==> config.mk <==
export PLATFORM = sky130hd
export DESIGN_NAME = rmw_long_latency_tbl
export DESIGN_NICKNAME = d
export VERILOG_FILES = /design/src/rtl/rmw_long_latency_tbl.sv
export SDC_FILE = /design/constraint.sdc
export NUM_CORES = 1
export LEC_CHECK = 0
export CAP_MARGIN = 20
export CORE_MARGIN = 8
export CORE_UTILIZATION = 60
export DETAILED_ROUTE_END_ITERATION = 12
export GPL_ROUTABILITY_DRIVEN = 0
export PLACE_DENSITY = 0.83
export SYNTH_ARGS = -nofsm -noshare
export SYNTH_HDL_FRONTEND = slang
export SYNTH_SLANG_ARGS = --single-unit
==> constraint.sdc <==
create_clock -name clk -period 4.65 [get_ports clk]
set_input_delay 0.465 -clock clk [delete_from_list [all_inputs] [get_ports clk]]
set_output_delay 0.465 -clock clk [all_outputs]
set_load 0.01 [all_outputs]
==> src/rtl/rmw_long_latency_tbl.sv <==
// -----------------------------------------------------------------------------
// rmw_long_latency_tbl
//
// Purpose:
//   Table responder at the far end of the RMW engine's lookup interface.
//   Holds 2**ID_W words. It accepts one read per cycle and answers each read
//   exactly LATENCY cycles later with the word and the request's tag. It also
//   applies writebacks. After reset, an internal init sequence clears every
//   entry, one entry per cycle. Traffic is accepted only once tbl_init_done_r
//   is high.
//
// Ports:
//   clk                in   1      clock
//   rst                in   1      asynchronous, active-low reset
//   tbl_wr_r           in   1      write strobe
//   tbl_wr_id_r        in   ID_W   write index
//   tbl_wr_word_r      in   W      write data
//   tbl_rd_r           in   1      read strobe
//   tbl_rd_id_r        in   ID_W   read index
//   tbl_rd_itag_r      in   TAG_W  read issue tag
//   tbl_rd_word_vld_r  out  1      read response valid (one cycle per response)
//   tbl_rd_word_r      out  W      read response data (holds when not valid)
//   tbl_rd_ctag_r      out  TAG_W  completion tag (itag of the request)
//   tbl_init_done_r    out  1      table cleared, accepting traffic
//   tbl_err_r          out  1      sticky: rd/wr seen while not ready
//
// Parameters:
//   W        data word width
//   ID_W     id width, depth ENTRIES = 2**ID_W
//   TAG_W    tag width
//   LATENCY  request-to-response cycles, legal range 1..16
// -----------------------------------------------------------------------------
module rmw_long_latency_tbl #(
    parameter int W       = 32,
    parameter int ID_W    = 4,
    parameter int TAG_W   = 4,
    parameter int LATENCY = 4
) (
    input  logic             clk,
    input  logic             rst,
    input  logic             tbl_wr_r,
    input  logic [ID_W-1:0]  tbl_wr_id_r,
    input  logic [W-1:0]     tbl_wr_word_r,
    input  logic             tbl_rd_r,
    input  logic [ID_W-1:0]  tbl_rd_id_r,
    input  logic [TAG_W-1:0] tbl_rd_itag_r,
    output logic             tbl_rd_word_vld_r,
    output logic [W-1:0]     tbl_rd_word_r,
    output logic [TAG_W-1:0] tbl_rd_ctag_r,
    output logic             tbl_init_done_r,
    output logic             tbl_err_r
);

    localparam int              ENTRIES  = 1 << ID_W;
    localparam logic [ID_W-1:0] CNT_LAST = ID_W'(ENTRIES - 1);

    // -------------------------------------------------------------------------
    // Init / run FSM
    // -------------------------------------------------------------------------
    typedef enum logic {
        ST_INIT = 1'b0,
        ST_RUN  = 1'b1
    } state_t;

    state_t state_q;
    state_t state_d;

    logic [ID_W-1:0] init_cnt_q;
    logic [ID_W-1:0] init_cnt_d;
    logic            init_active;
    logic            init_done_q;
    logic            init_done_d;
    logic            err_q;
    logic            err_d;

    // State register
    always_ff @(posedge clk or negedge rst) begin
        if (!rst) begin
            state_q <= ST_INIT;
        end else begin
            state_q <= state_d;
        end
    end

    // Next-state logic: INIT walks every entry once, then RUN until reset
    always_comb begin
        state_d = state_q;
        case (state_q)
            ST_INIT: begin
                if (init_cnt_q == CNT_LAST) begin
                    state_d = ST_RUN;
                end
            end
            ST_RUN:  state_d = ST_RUN;
            default: state_d = ST_INIT;
        endcase
    end

    // FSM outputs. init_done is registered from the state, so it rises one
    // cycle after the last entry has been cleared.
    always_comb begin
        init_active = (state_q == ST_INIT);
        init_done_d = (state_q == ST_RUN);
    end

    // -------------------------------------------------------------------------
    // Request acceptance
    // -------------------------------------------------------------------------
    // Accepting is keyed off the registered done flag rather than the state.
    // This way a request is never accepted while tbl_init_done_r still reads 0.
    logic rd_accept;
    logic wr_accept;

    always_comb begin
        rd_accept  = tbl_rd_r & init_done_q;
        wr_accept  = tbl_wr_r & init_done_q;
        err_d      = err_q | ((tbl_rd_r | tbl_wr_r) & ~init_done_q);
        init_cnt_d = init_active ? (init_cnt_q + ID_W'(1)) : init_cnt_q;
    end

    // -------------------------------------------------------------------------
    // Table storage
    // -------------------------------------------------------------------------
    // The write port is shared between the init sweep and writebacks. The
    // sweep only runs while no traffic is accepted, so the two never collide.
    logic [W-1:0]    mem_q [ENTRIES];
    logic            mem_we_d;
    logic [ID_W-1:0] mem_waddr_d;
    logic [W-1:0]    mem_wdata_d;
    logic [W-1:0]    rd_raw_q;

    always_comb begin
        mem_we_d    = init_active | wr_accept;
        mem_waddr_d = init_active ? init_cnt_q : tbl_wr_id_r;
        mem_wdata_d = init_active ? '0 : tbl_wr_word_r;
    end

    // Registered read in the same block as the write. Because of non-blocking
    // semantics, a same-cycle read of the written id returns the old value.
    always_ff @(posedge clk) begin
        if (mem_we_d) begin
            mem_q[mem_waddr_d] <= mem_wdata_d;
        end
        rd_raw_q <= mem_q[tbl_rd_id_r];
    end

    // -------------------------------------------------------------------------
    // Response pipeline
    // -------------------------------------------------------------------------
    // vld_q[0] / tag_q[0] are loaded on the request edge, next to rd_raw_q.
    // vld_q[LATENCY] / tag_q[LATENCY] are the output registers.
    // The word chain starts at rd_raw_q. For that reason word_q[j] lines up
    // with vld_q[j+1], and word_q[LATENCY-1] is the output word.
    logic [LATENCY:0] vld_q;
    logic [LATENCY:0] vld_d;
    logic [TAG_W-1:0] tag_q  [LATENCY+1];
    logic [TAG_W-1:0] tag_d  [LATENCY+1];
    logic [W-1:0]     word_q [LATENCY];
    logic [W-1:0]     word_d [LATENCY];

    always_comb begin
        vld_d[0]  = rd_accept;
        tag_d[0]  = tbl_rd_itag_r;
        word_d[0] = rd_raw_q;
        for (int j = 1; j <= LATENCY; j++) begin
            vld_d[j] = vld_q[j-1];
            tag_d[j] = tag_q[j-1];
        end
        for (int j = 1; j < LATENCY; j++) begin
            word_d[j] = word_q[j-1];
        end
        // Output word and tag only move when a response lands. Otherwise
        // they keep showing the last response.
        if (!vld_q[LATENCY-1]) begin
            tag_d[LATENCY]    = tag_q[LATENCY];
            word_d[LATENCY-1] = word_q[LATENCY-1];
        end
    end

    // A reset clears every valid, so in-flight reads are dropped silently.
    always_ff @(posedge clk or negedge rst) begin
        if (!rst) begin
            init_cnt_q  <= '0;
            init_done_q <= 1'b0;
            err_q       <= 1'b0;
            vld_q       <= '0;
            for (int j = 0; j <= LATENCY; j++) begin
                tag_q[j] <= '0;
            end
            for (int j = 0; j < LATENCY; j++) begin
                word_q[j] <= '0;
            end
        end else begin
            init_cnt_q  <= init_cnt_d;
            init_done_q <= init_done_d;
            err_q       <= err_d;
            vld_q       <= vld_d;
            for (int j = 0; j <= LATENCY; j++) begin
                tag_q[j] <= tag_d[j];
            end
            for (int j = 0; j < LATENCY; j++) begin
                word_q[j] <= word_d[j];
            end
        end
    end

    // -------------------------------------------------------------------------
    // Outputs
    // -------------------------------------------------------------------------
    assign tbl_rd_word_vld_r = vld_q[LATENCY];
    assign tbl_rd_ctag_r     = tag_q[LATENCY];
    assign tbl_rd_word_r     = word_q[LATENCY-1];
    assign tbl_init_done_r   = init_done_q;
    assign tbl_err_r         = err_q;

endmodule

* Yosys cells after proc, flatten, opt, wreduce, memory -nomap -nowiden
Memory sizes are Yosys's and may differ from the RTL's. A register that Yosys moved wholly into a read port is not among the register bits. Cells that the tools add are included.
Cells by class: bitwise operators 8, equal/unequal tests 1, mux-type cells 6, $add $sub $neg 1
Operators with widths (count):
- 32-bit 2-to-1 mux | 1
- 4-bit by 1-bit adder with 4-bit output (second input constant) | 1
- 4-bit == test (second input constant) | 1
- 4-bit 2-to-1 mux | 1
- 1-bit AND | 3
- 1-bit 2-to-1 mux | 3
- 1-bit bitwise OR | 3
- 1-bit NOT | 2
- 1-bit one-hot mux with 2 select lines | 1
Word-level totals: logic and storage cells 31, register bits 160, bits of input ports 48, output and inout port bits 39, memories 1, memory bits (writable) 512
Memory list:
- mem_q | words 16, bits a word 32, read ports 1, clocked after Yosys merged registers in 1, write ports 1, RTL line 126 | logic [W-1:0] mem_q [ENTRIES];

* Depth between registers and ports, before layout
Gate-level depths: netlist of run 1.
word-level depth 4, depth in mapped cells 5, gate-level depth less buffers 3

* Worst setup path after synthesis of run 1
OpenSTA, ideal clock, no wires.
path type register -> register, start point register state_q, in the netlist init_done_d, end point memory mem_q[6][0] (enable), path buffers 1, setup time 0.421 ns, arrival time 2.472 ns, data required time 4.229 ns, slack 1.756 ns, stages on the path, launching flop included 5, period minus slack after synthesis 2.894 ns, cell sequence dfrtp_1 > clkbuf_1 > mux2i_1 > o21ai_0 > nor2_1
Between the ends: word-level cells in the longest chain between the ends 4, elaborated cells between the ends (all ways) 5, those cells by class 3 x mux; 2 x bitwise
RTL lines:
- start: declaration | RTL line 65 | state_t state_q;
- start signal: assignment | RTL line 81 | state_q <= state_d;
- 1-bit NOT | RTL line 102 | init_active = (state_q == ST_INIT);
- 1-bit bitwise OR | RTL line 133 | mem_we_d = init_active | wr_accept;
- 1-bit 2-to-1 mux | RTL line 141 | if (mem_we_d) begin
- 1-bit 2-to-1 mux (not written as such) | RTL line 142 | mem_q[mem_waddr_d] <= mem_wdata_d;
- end: declaration | RTL line 126
Several ways; a longest one is shown, not always the timed one.

* Final worst setup path of run 1
start point register state_q, in the netlist init_done_d, end point memory mem_q[6][18] (enable)
The elaborated chain is that of the path after synthesis.

==> flow_metrics.tcl, run 1 <==
set metrics [dict create \
    outcome "complete, no violations" \
    dr.pass1.iters 5 \
    synth.avg_cell_area_um2 22.0 \
    maxSlewViolCount 0 \
    hold_slack_ps 326 \
    hold_viol 0 \
    grt_max_degree 109 \
    via_per_inst 6.38 \
    synthAdderAreaFrac_pct 0.0502 \
    area_growth_pct 15.0 \
    setup_viol 0 \
    tightest_slew_ps 1140 \
    ys.flop_type "edfxtp_1" \
    yosysSeqAreaShare_pct 80.3 \
    place_hpwl_um 28100 \
    critPathRequiredTime_ps 4850 \
    async_flop_share_pct 22.7 \
    postRouteAntennaNets 0 \
    cts-htree-levels 3 \
    ys_warn_count 0 \
    post_drt_wl_per_cell_um 29.2 \
    drc_errors 0 \
    final_common_cell "edfxtp_1" \
    syn_nets 1184 \
    synth_compound_area_share_pct 2.22 \
    diodes 0 \
    slew_headroom_pct 23.7 \
    synth_top_family_by_area "multiplexers" \
    final_cell_mix "512 x edfxtp_1, 158 x dfrtp_1, 128 x mux4_2, 83 x clkdlybuf4s50_1, 72 x clkbuf_16" \
    numCtsBuffers 69 \
    cts_resized 0 \
    cellLeakagePower_nw 9.85 \
    worstPathArrival_ps 3280 \
    grt_first_pass_wirelength_um 77700 \
    initial_core_util_pct 60.9 \
    synthXorXnorAreaFrac_pct 0.105 \
    portBuffers 86 \
    die_y_um 220 \
    p_per_area_mw_per_mm2 464 \
    seq_area_mm2 0.0200 \
    grt_usage_pct 22.3 \
    critPathMaxStageDelay_ps 970 \
    io_pins 87 \
    synthSimpleGateAreaFrac_pct 1.89 \
    maxCapViolCount 0 \
    drive_above_1_share_pct 25.0 \
    cp_max_fo 51 \
    finalCriticalPeriod_ps 3080 \
    fin_area_mm2 0.0287 \
    ir_worst_vdd_uv 306 \
    rsz0062_at_grt "false" \
    tns_ps 0 \
    fin_crit_sh_pct 66.3 \
    fmax_ghz 0.324 \
    die_w_um 220 \
    cts_root_buffer "clkbuf_16" \
    nNetsFinal 1278 \
    grt_antenna_before_repair 2 \
    holdCritPathClass "reg2reg" \
    drt_iter0_markers 1419 \
    vias 11600 \
    synthCells 1135 \
    yosysUniqueCellTypes 32 \
    coreArea_mm2 0.0409 \
    multi_input_area_mm2 0.00451 \
    finalPower_mw 13.3 \
    wirelength_um 53100 \
    synth.area.mux_share_pct 13.3 \
    slowest_stage "dfrtp_2" \
    cp_top_family "flip-flops" \
    cts_buffer_depth 3 \
    synth_area_mm2 0.0249 \
    dpl_cell_area_mm2 0.0262 \
    grt_pass1_vias 12000 \
    num_rows 74 \
    cp-start-kind "register" \
    grt_overflow 0 \
    synth_enable_flop_cells 512 \
    worstSetupEndpointType "register" \
    skew_ps 18.5 \
    clock_sinks 704 \
    cts_tree "done" \
    clock_latency_ps 590 \
    ys_ff_latch 704 \
    clk_pin_slew_ps 60 \
    n_fill_cell 2327 \
    die_area_mm2 0.0483 \
    worst-setup-path-type "reg2reg" \
    crit_chain "mux2i_1 > o21ai_0 > buf_2 > nor2_4" \
    path_buf_inv 1 \
]
-- metal layers --
layer | global-route usage (%) | routed length, um
met5 | 0 | 23
met4 | 8.13 | 1810
met3 | 4.79 | 5320
met2 | 36.3 | 26400
met1 | 29.9 | 19500
-- cell type report --
cell class / count / share of cell area [%]
flip-flops and latches: 704 / 69.8
multi-input cells: 341 / 15.7
clock buffers: 99 / 7.02
repair buffers: 111 / 4.11
well taps: 532 / 2.32
clock inverters: 29 / 0.951
inverters: 2 / 0.0262
-- worst register-to-register path, delay by kind of cell, from the launching register on --
kind            cells  cell delay [ps]
mux                 1              370
flops               1              970
compound gates      1              260
buf+inv             1              250
simple gates        1              830
-- stage by stage --
step	util [%]	setup slack (ps)	cells
after floorplan	-	1760	1135
after global placement	64.0	1620	1679
after detailed placement	64.0	1550	1680
after CTS	69.7	1490	1809
after global routing	70.1	1440	1818
final	70.1	1570	1818
-- state kept, by name (all words and copies together), names as in the netlist, 4 cells and up --
name,count
init_cnt_q,4
tbl_rd_ctag_r,4
word_d,64
word_q,32
tag_d,12
vld_q,5
tbl_rd_word_r,32
mem_q,512
rd_raw_q,32
tag_q,4
-- power breakdown --
group	leakage (nW)	internal (mW)	total, mW	switching [mW]
clock	1.12	3.26	5.56	2.30
combinational	1.92	0.313	0.704	0.391
sequential	6.82	6.98	7.06	0.0732
-- cells in the mapped netlist, types with 3 or more instances --
master / instances / area share [%]
xnor2_1: 3 / 0.11
buf_1: 11 / 0.17
nor2b_1: 3 / 0.075
a22oi_1: 64 / 1.9
nand2_1: 33 / 0.50
nor2_1: 20 / 0.30
edfxtp_1: 512 / 62
buf_4: 45 / 1.4
clkbuf_1: 23 / 0.35
dfrtp_1: 160 / 16
dfxtp_1: 32 / 2.6
buf_2: 9 / 0.18
mux4_2: 128 / 12
and2_1: 34 / 0.85
mux2_2: 38 / 1.7
-- repair_timing --
action                     in CTS  in global routing
setup endpoints to repair       0                  0
hold endpoints to repair        1                  0
hold buffers                    1                  0
buffers inserted                0                  0
-- worst paths after layout --
kind | start | to | slack [ps] | cells past startpoint
worst max-delay path | init_done_d | mem_q[6][18] | 1570 | 4
worst min-delay path | rd_raw_q[14] | word_d[78] | 330 | 0
worst max register to register | init_done_d | mem_q[6][18] | 1570 | 4
worst min register to register | rd_raw_q[14] | word_d[78] | 330 | 0
max in group asynchronous | rst | vld_q[3] | 3110 | 3
min in group asynchronous | rst | tag_q[5] | 510 | 2
-- kinds of logic (layout without fill, tap and decap cells) --
group / after synthesis / count (layout)
AOI/OAI and AO/OA: 74 / 74
xor gates and xnor gates: 3 / 3
adders and majority gates: 1 / 1
buffers and inverters: 90 / 241
DFF: 704 / 704
muxes: 167 / 167
and+or+nand+nor: 96 / 96
No activity file was read; power rests on OpenSTA's default activity.
==> inputs of run 2 (changes only) <==
==> constraint.sdc (replaced) <==
create_clock -name clk -period 3 [get_ports clk]
set_input_delay 0.3 -clock clk [delete_from_list [all_inputs] [get_ports clk]]
set_output_delay 0.3 -clock clk [all_outputs]
set_load 0.01 [all_outputs]
==> run 2 against run 1 <==
Maximum frequency increased by 20%; clock skew increased by 8.2 ps; sequential cell count unchanged; critical path type unchanged; largest cell class unchanged; highest routed layer is now met4.
==> flow_metrics.tcl, run 2 (same netlist as run 1, synthesis figures left out) <==
set metrics [dict create \
    slew_headroom_pct 23.7 \
    fmax_ghz 0.388 \
    cts_resized 0 \
    tns_ps 0 \
    hold_viol 0 \
    drt_iter0_markers 1113 \
    cts_buffer_depth 3 \
    post_cts_buffers 0 \
    grt_usage_pct 21.9 \
    critPathRequiredTime_ps 3290 \
    cellLeakagePower_nw 9.88 \
    worst-setup-path-type "reg2reg" \
    cp-start-kind "register" \
    coreArea_mm2 0.0409 \
    final_cells 1825 \
    setup_ws_ps 422 \
    dr.pass1.iters 6 \
    met2_usage_pct 37.5 \
    grt_overflow 0 \
    drc_errors 0 \
    die_area_mm2 0.0483 \
    nNetsFinal 1290 \
    startpoint "init_done_d" \
    vias 11400 \
    finalCriticalPeriod_ps 2580 \
    grt_pass1_vias 12400 \
    reg2reg_from "init_done_d" \
    clock_sinks 704 \
    grt.met1_usage_pct 27.6 \
    grt_max_degree 88 \
    post-place-ws_ps 315 \
    maxCapViolCount 0 \
    skew_ps 26.7 \
    numCtsBuffers 69 \
    holdCritPathClass "in2reg" \
    use_met3_pct 4.44 \
    final_cell_mix "512 x edfxtp_1, 158 x dfrtp_1, 128 x mux4_2, 83 x clkdlybuf4s50_1, 73 x clkbuf_16" \
    die_y_um 220 \
    cts_tree "done" \
    io_pins 87 \
    cts_root_buffer "clkbuf_16" \
    postRouteAntennaNets 0 \
    initial_core_util_pct 60.9 \
    holdCritStartpoint "tbl_rd_itag_r[1]" \
    p_per_area_mw_per_mm2 709 \
    cts-htree-levels 3 \
    clock_latency_ps 580 \
    cp_max_fo 21 \
    n_fill_cell 2308 \
    ir_worst_vdd_uv 524 \
    area_growth_pct 15.0 \
    maxSlewViolCount 0 \
    grt_antenna_before_repair 0 \
    top_usage_layer "met2" \
    drive_above_1_share_pct 25.4 \
    rsz0062_at_grt "false" \
    post_drt_wl_per_cell_um 28.3 \
    num_rows 74 \
    diodes 0 \
    fin_area_mm2 0.0287 \
    worstSetupEndpointType "register" \
    place_hpwl_um 26500 \
    tightest_slew_ps 1140 \
    portBuffers 86 \
    wirelength_um 51700 \
    placedCellCount 1700 \
    dpl_cell_area_mm2 0.0264 \
    postLayoutCoreUtil_pct 70.0 \
    fin_crit_sh_pct 85.9 \
    final_common_cell "edfxtp_1" \
    largest_register "mem_q" \
    largest_reg_flops 512 \
    via_per_inst 6.25 \
    die_w_um 220 \
    clk_pin_slew_ps 60 \
    outcome "complete, no violations" \
    grt_first_pass_wirelength_um 77400 \
    setup_viol 0 \
    worstPathArrival_ps 2860 \
]
## run 2: cell count changes in the layout (fill, tap and decap cells not counted), moves of 2 or more
cell | before | now
inv_6 | 5 | 2
buf_4 | 14 | 28
bufinv_16 | 4 | 1
clkinv_1 | 5 | 3
clkbuf_1 | 16 | 19
buf_12 | 10 | 8
clkinvlp_4 | 4 | 2
clkbuf_4 | 0 | 2
## run 2: per-stage QoR
stage	power, mW	hold WS, ps
2_1_floorplan	11.8	4.41
3_5_place_dp	12.2	320
5_1_grt	20.9	147
3_3_place_gp	12.1	317
4_1_cts	20.5	139
6_report	20.3	166
## run 2: area by class of cell
class	instances	area, um^2	area share [%]
Clock buffer	104	2050	7.16
Clock inverter	19	134	0.467
Inverter	2	7.51	0.0262
Multi-Input combinational cell	341	4510	15.7
Sequential cell	704	20000	69.9
Tap cell	532	666	2.32
Timing Repair Buffer	123	1270	4.42
## run 2: final timing paths
check / to / slack, ps / depth (start not counted)
worst max register to register: mem_q[7][19] / 420 / 5
worst max-delay path: mem_q[7][19] / 420 / 5
min in group asynchronous: tbl_rd_ctag_r[1] / 340 / 2
worst min-delay path: tag_d[13] / 170 / 1
max in group asynchronous: word_d[40] / 1920 / 3
worst min register to register: word_d[79] / 330 / 0
## run 2: critical path: stages, from the launching register on
cell and delay [ps]:
dfrtp_2 490, buf_4 270, and3b_1 200, a31oi_1 710
nor2_4 250, buf_4 360
## run 2: routing by layer
| metal | routed length [um] | vias to the layer above |
|---|---|---|
| li1 | - | 4694 |
| met1 | 19200 | 6003 |
| met2 | 26700 | 598 |
| met3 | 3930 | 120 |
| met4 | 1790 | 0 |
| met5 | 0 | - |
## run 2: report_power, final
group | internal (mW) | switching [mW]
registers | 10.8 | 0.130
clock network | 4.82 | 3.50
logic | 0.491 | 0.552
total | 16.1 | 4.18
## run 2: what timing repair did
item	4_1_cts	5_1_grt
hold endpoints to repair	85	0
hold buffers	1	0
setup endpoints to repair	0	0
==> inputs of run 3 (changes only) <==
--- a/config.mk
+++ b/config.mk
@@ -6,11 +6,12 @@
 export NUM_CORES = 1
 export LEC_CHECK = 0
 export CAP_MARGIN = 20
-export CORE_MARGIN = 8
-export CORE_UTILIZATION = 60
+export CORE_MARGIN = 2
+export CORE_UTILIZATION = 24
+export CTS_CLUSTER_SIZE = 10
 export DETAILED_ROUTE_END_ITERATION = 12
 export GPL_ROUTABILITY_DRIVEN = 0
-export PLACE_DENSITY = 0.83
+export PLACE_DENSITY = 0.43
 export SYNTH_ARGS = -nofsm -noshare
 export SYNTH_HDL_FRONTEND = slang
 export SYNTH_SLANG_ARGS = --single-unit
==> run 3 against run 2 <==
Clock-buffer cell count increased by 44; combinational power grew 6%; critical path depth is 1 lower; largest power group unchanged.
==> flow_metrics.tcl, run 3 (same netlist as run 1, synthesis figures left out) <==
set metrics [dict create \
    outcome "complete, no violations" \
    post-place-ws_ps 550 \
    drive_above_1_share_pct 25.2 \
    slew_headroom_pct 34.4 \
    tightest_slew_ps 980 \
    largest_register "mem_q" \
    cp_max_fo 20 \
    portBuffers 86 \
    grt_max_degree 82 \
    clock_sinks 704 \
    largest_reg_flops 512 \
    hold_viol 0 \
    setup_viol 0 \
    holdCritStartpoint "tbl_rd_itag_r[1]" \
    maxSlewViolCount 0 \
    numCtsBuffers 83 \
    initial_core_util_pct 24.1 \
    critPathMaxStageDelay_ps 540 \
    die_y_um 326 \
    fmax_ghz 0.430 \
    cts-htree-levels 3 \
    coreArea_mm2 0.103 \
    grt_overflow 0 \
    ir_worst_vdd_uv 341 \
    finalPower_mw 21.4 \
    critPathRequiredTime_ps 3310 \
    p_per_area_mw_per_mm2 705 \
    cp_top_family "flip-flops" \
    fin_crit_sh_pct 77.5 \
    place_hpwl_um 33000 \
    finalCriticalPeriod_ps 2320 \
    grt_pass1_vias 12200 \
    nNetsFinal 1317 \
    worstSetupEndpointType "register" \
    die_w_um 326 \
    final_cell_mix "512 x edfxtp_1, 158 x dfrtp_1, 128 x mux4_2, 86 x clkbuf_16, 83 x clkdlybuf4s50_1" \
    path_buf_inv 1 \
    drt_iter0_markers 815 \
    post_drt_wl_per_cell_um 20.5 \
    worstPathArrival_ps 2630 \
    reg2reg_from "init_done_d" \
    holdCritPathClass "in2reg" \
    rsz0062_at_grt "false" \
    io_pins 87 \
    cts_root_buffer "clkbuf_16" \
    grt_usage_pct 10.7 \
    clock_latency_ps 620 \
    crit_chain "mux2_2 > a211o_1 > nor2_4 > buf_12" \
    slowest_stage "dfrtp_2" \
    area_growth_pct 21.6 \
    cts_buffer_depth 3 \
    cp-start-kind "register" \
    skew_ps 17.4 \
    dr.pass1.iters 5 \
    drc_errors 0 \
    vias 11100 \
    clk_pin_slew_ps 50 \
    tns_ps 0 \
    grt_antenna_before_repair 0 \
    final_common_cell "edfxtp_1" \
    cts_tree "done" \
    die_area_mm2 0.106 \
    wirelength_um 55700 \
    worst-setup-path-type "reg2reg" \
    maxCapViolCount 0 \
    n_fill_cell 10000 \
    num_rows 118 \
    grt_first_pass_wirelength_um 83300 \
    via_per_inst 4.07 \
    setup_ws_ps 675 \
    startpoint "init_done_d" \
    cellLeakagePower_nw 10.1 \
    postRouteAntennaNets 0 \
]
run 3: cell types whose count changed in the layout (fill, tap and decap cells not counted), sizes merged:
cell / previous run / this run
clkbuf: 106 / 150
buf: 37 / 50
clkinv: 13 / 4
clkinvlp: 2 / 0
diode: 0 / 1
run 3: per-layer routing:
layer  up-vias  share of wire [%]  global-route usage (%)
li1       4789                  -                       -
met1      6009                 44                    13.9
met2       198                 50                    17.8
met3        77                4.0                    2.38
met4         0                2.0                    3.08
met5         -                  0                       0
run 3: stage by stage:
stage	utilization [%]	instances	instance area (um^2)	hold WS, ps
after global placement	26.9	2562	27800	321
after CTS	29.4	2719	30300	85.3
after global routing	29.4	2719	30300	89.4
after detailed placement	26.9	2562	27800	320
final	29.4	2720	30300	124
after floorplan	-	1135	24900	4.41
run 3: worst paths after layout:
| path | slack (ps) | depth (start not counted) | end |
|---|---|---|---|
| min in group asynchronous | 280 | 3 | vld_q[4] |
| max in group asynchronous | 2280 | 3 | word_d[49] |
| min reg2reg | 320 | 0 | word_d[78] |
| min | 120 | 1 | tag_d[13] |
| max | 680 | 4 | mem_q[0][11] |
| max reg2reg | 680 | 4 | mem_q[0][11] |
run 3: what timing repair did:
action                     CTS  global route
resized for setup            0             0
hold buffers                 1             0
setup endpoints to repair    0             0
hold endpoints to repair   160             0
setup buffers                0             0
run 3: layout make-up:
type                            count  area (um^2)  share of cell area (%)
Antenna cell                        1         2.50                 0.00826
Clock buffer                      148         2410                    7.97
Clock inverter                      8         98.8                   0.326
Inverter                            2         7.51                  0.0248
Multi-Input combinational cell    341         4520                    14.9
Sequential cell                   704        20000                    66.1
Tap cell                         1380         1730                    5.70
Timing Repair Buffer              136         1510                    4.97
run 3: where the power goes:
| part | switching (mW) | internal [mW] |
|---|---|---|
| Sequential | 0.116 | 10.8 |
| Clock | 3.79 | 5.52 |
| Combinational | 0.591 | 0.512 |
| Total | 4.49 | 16.9 |
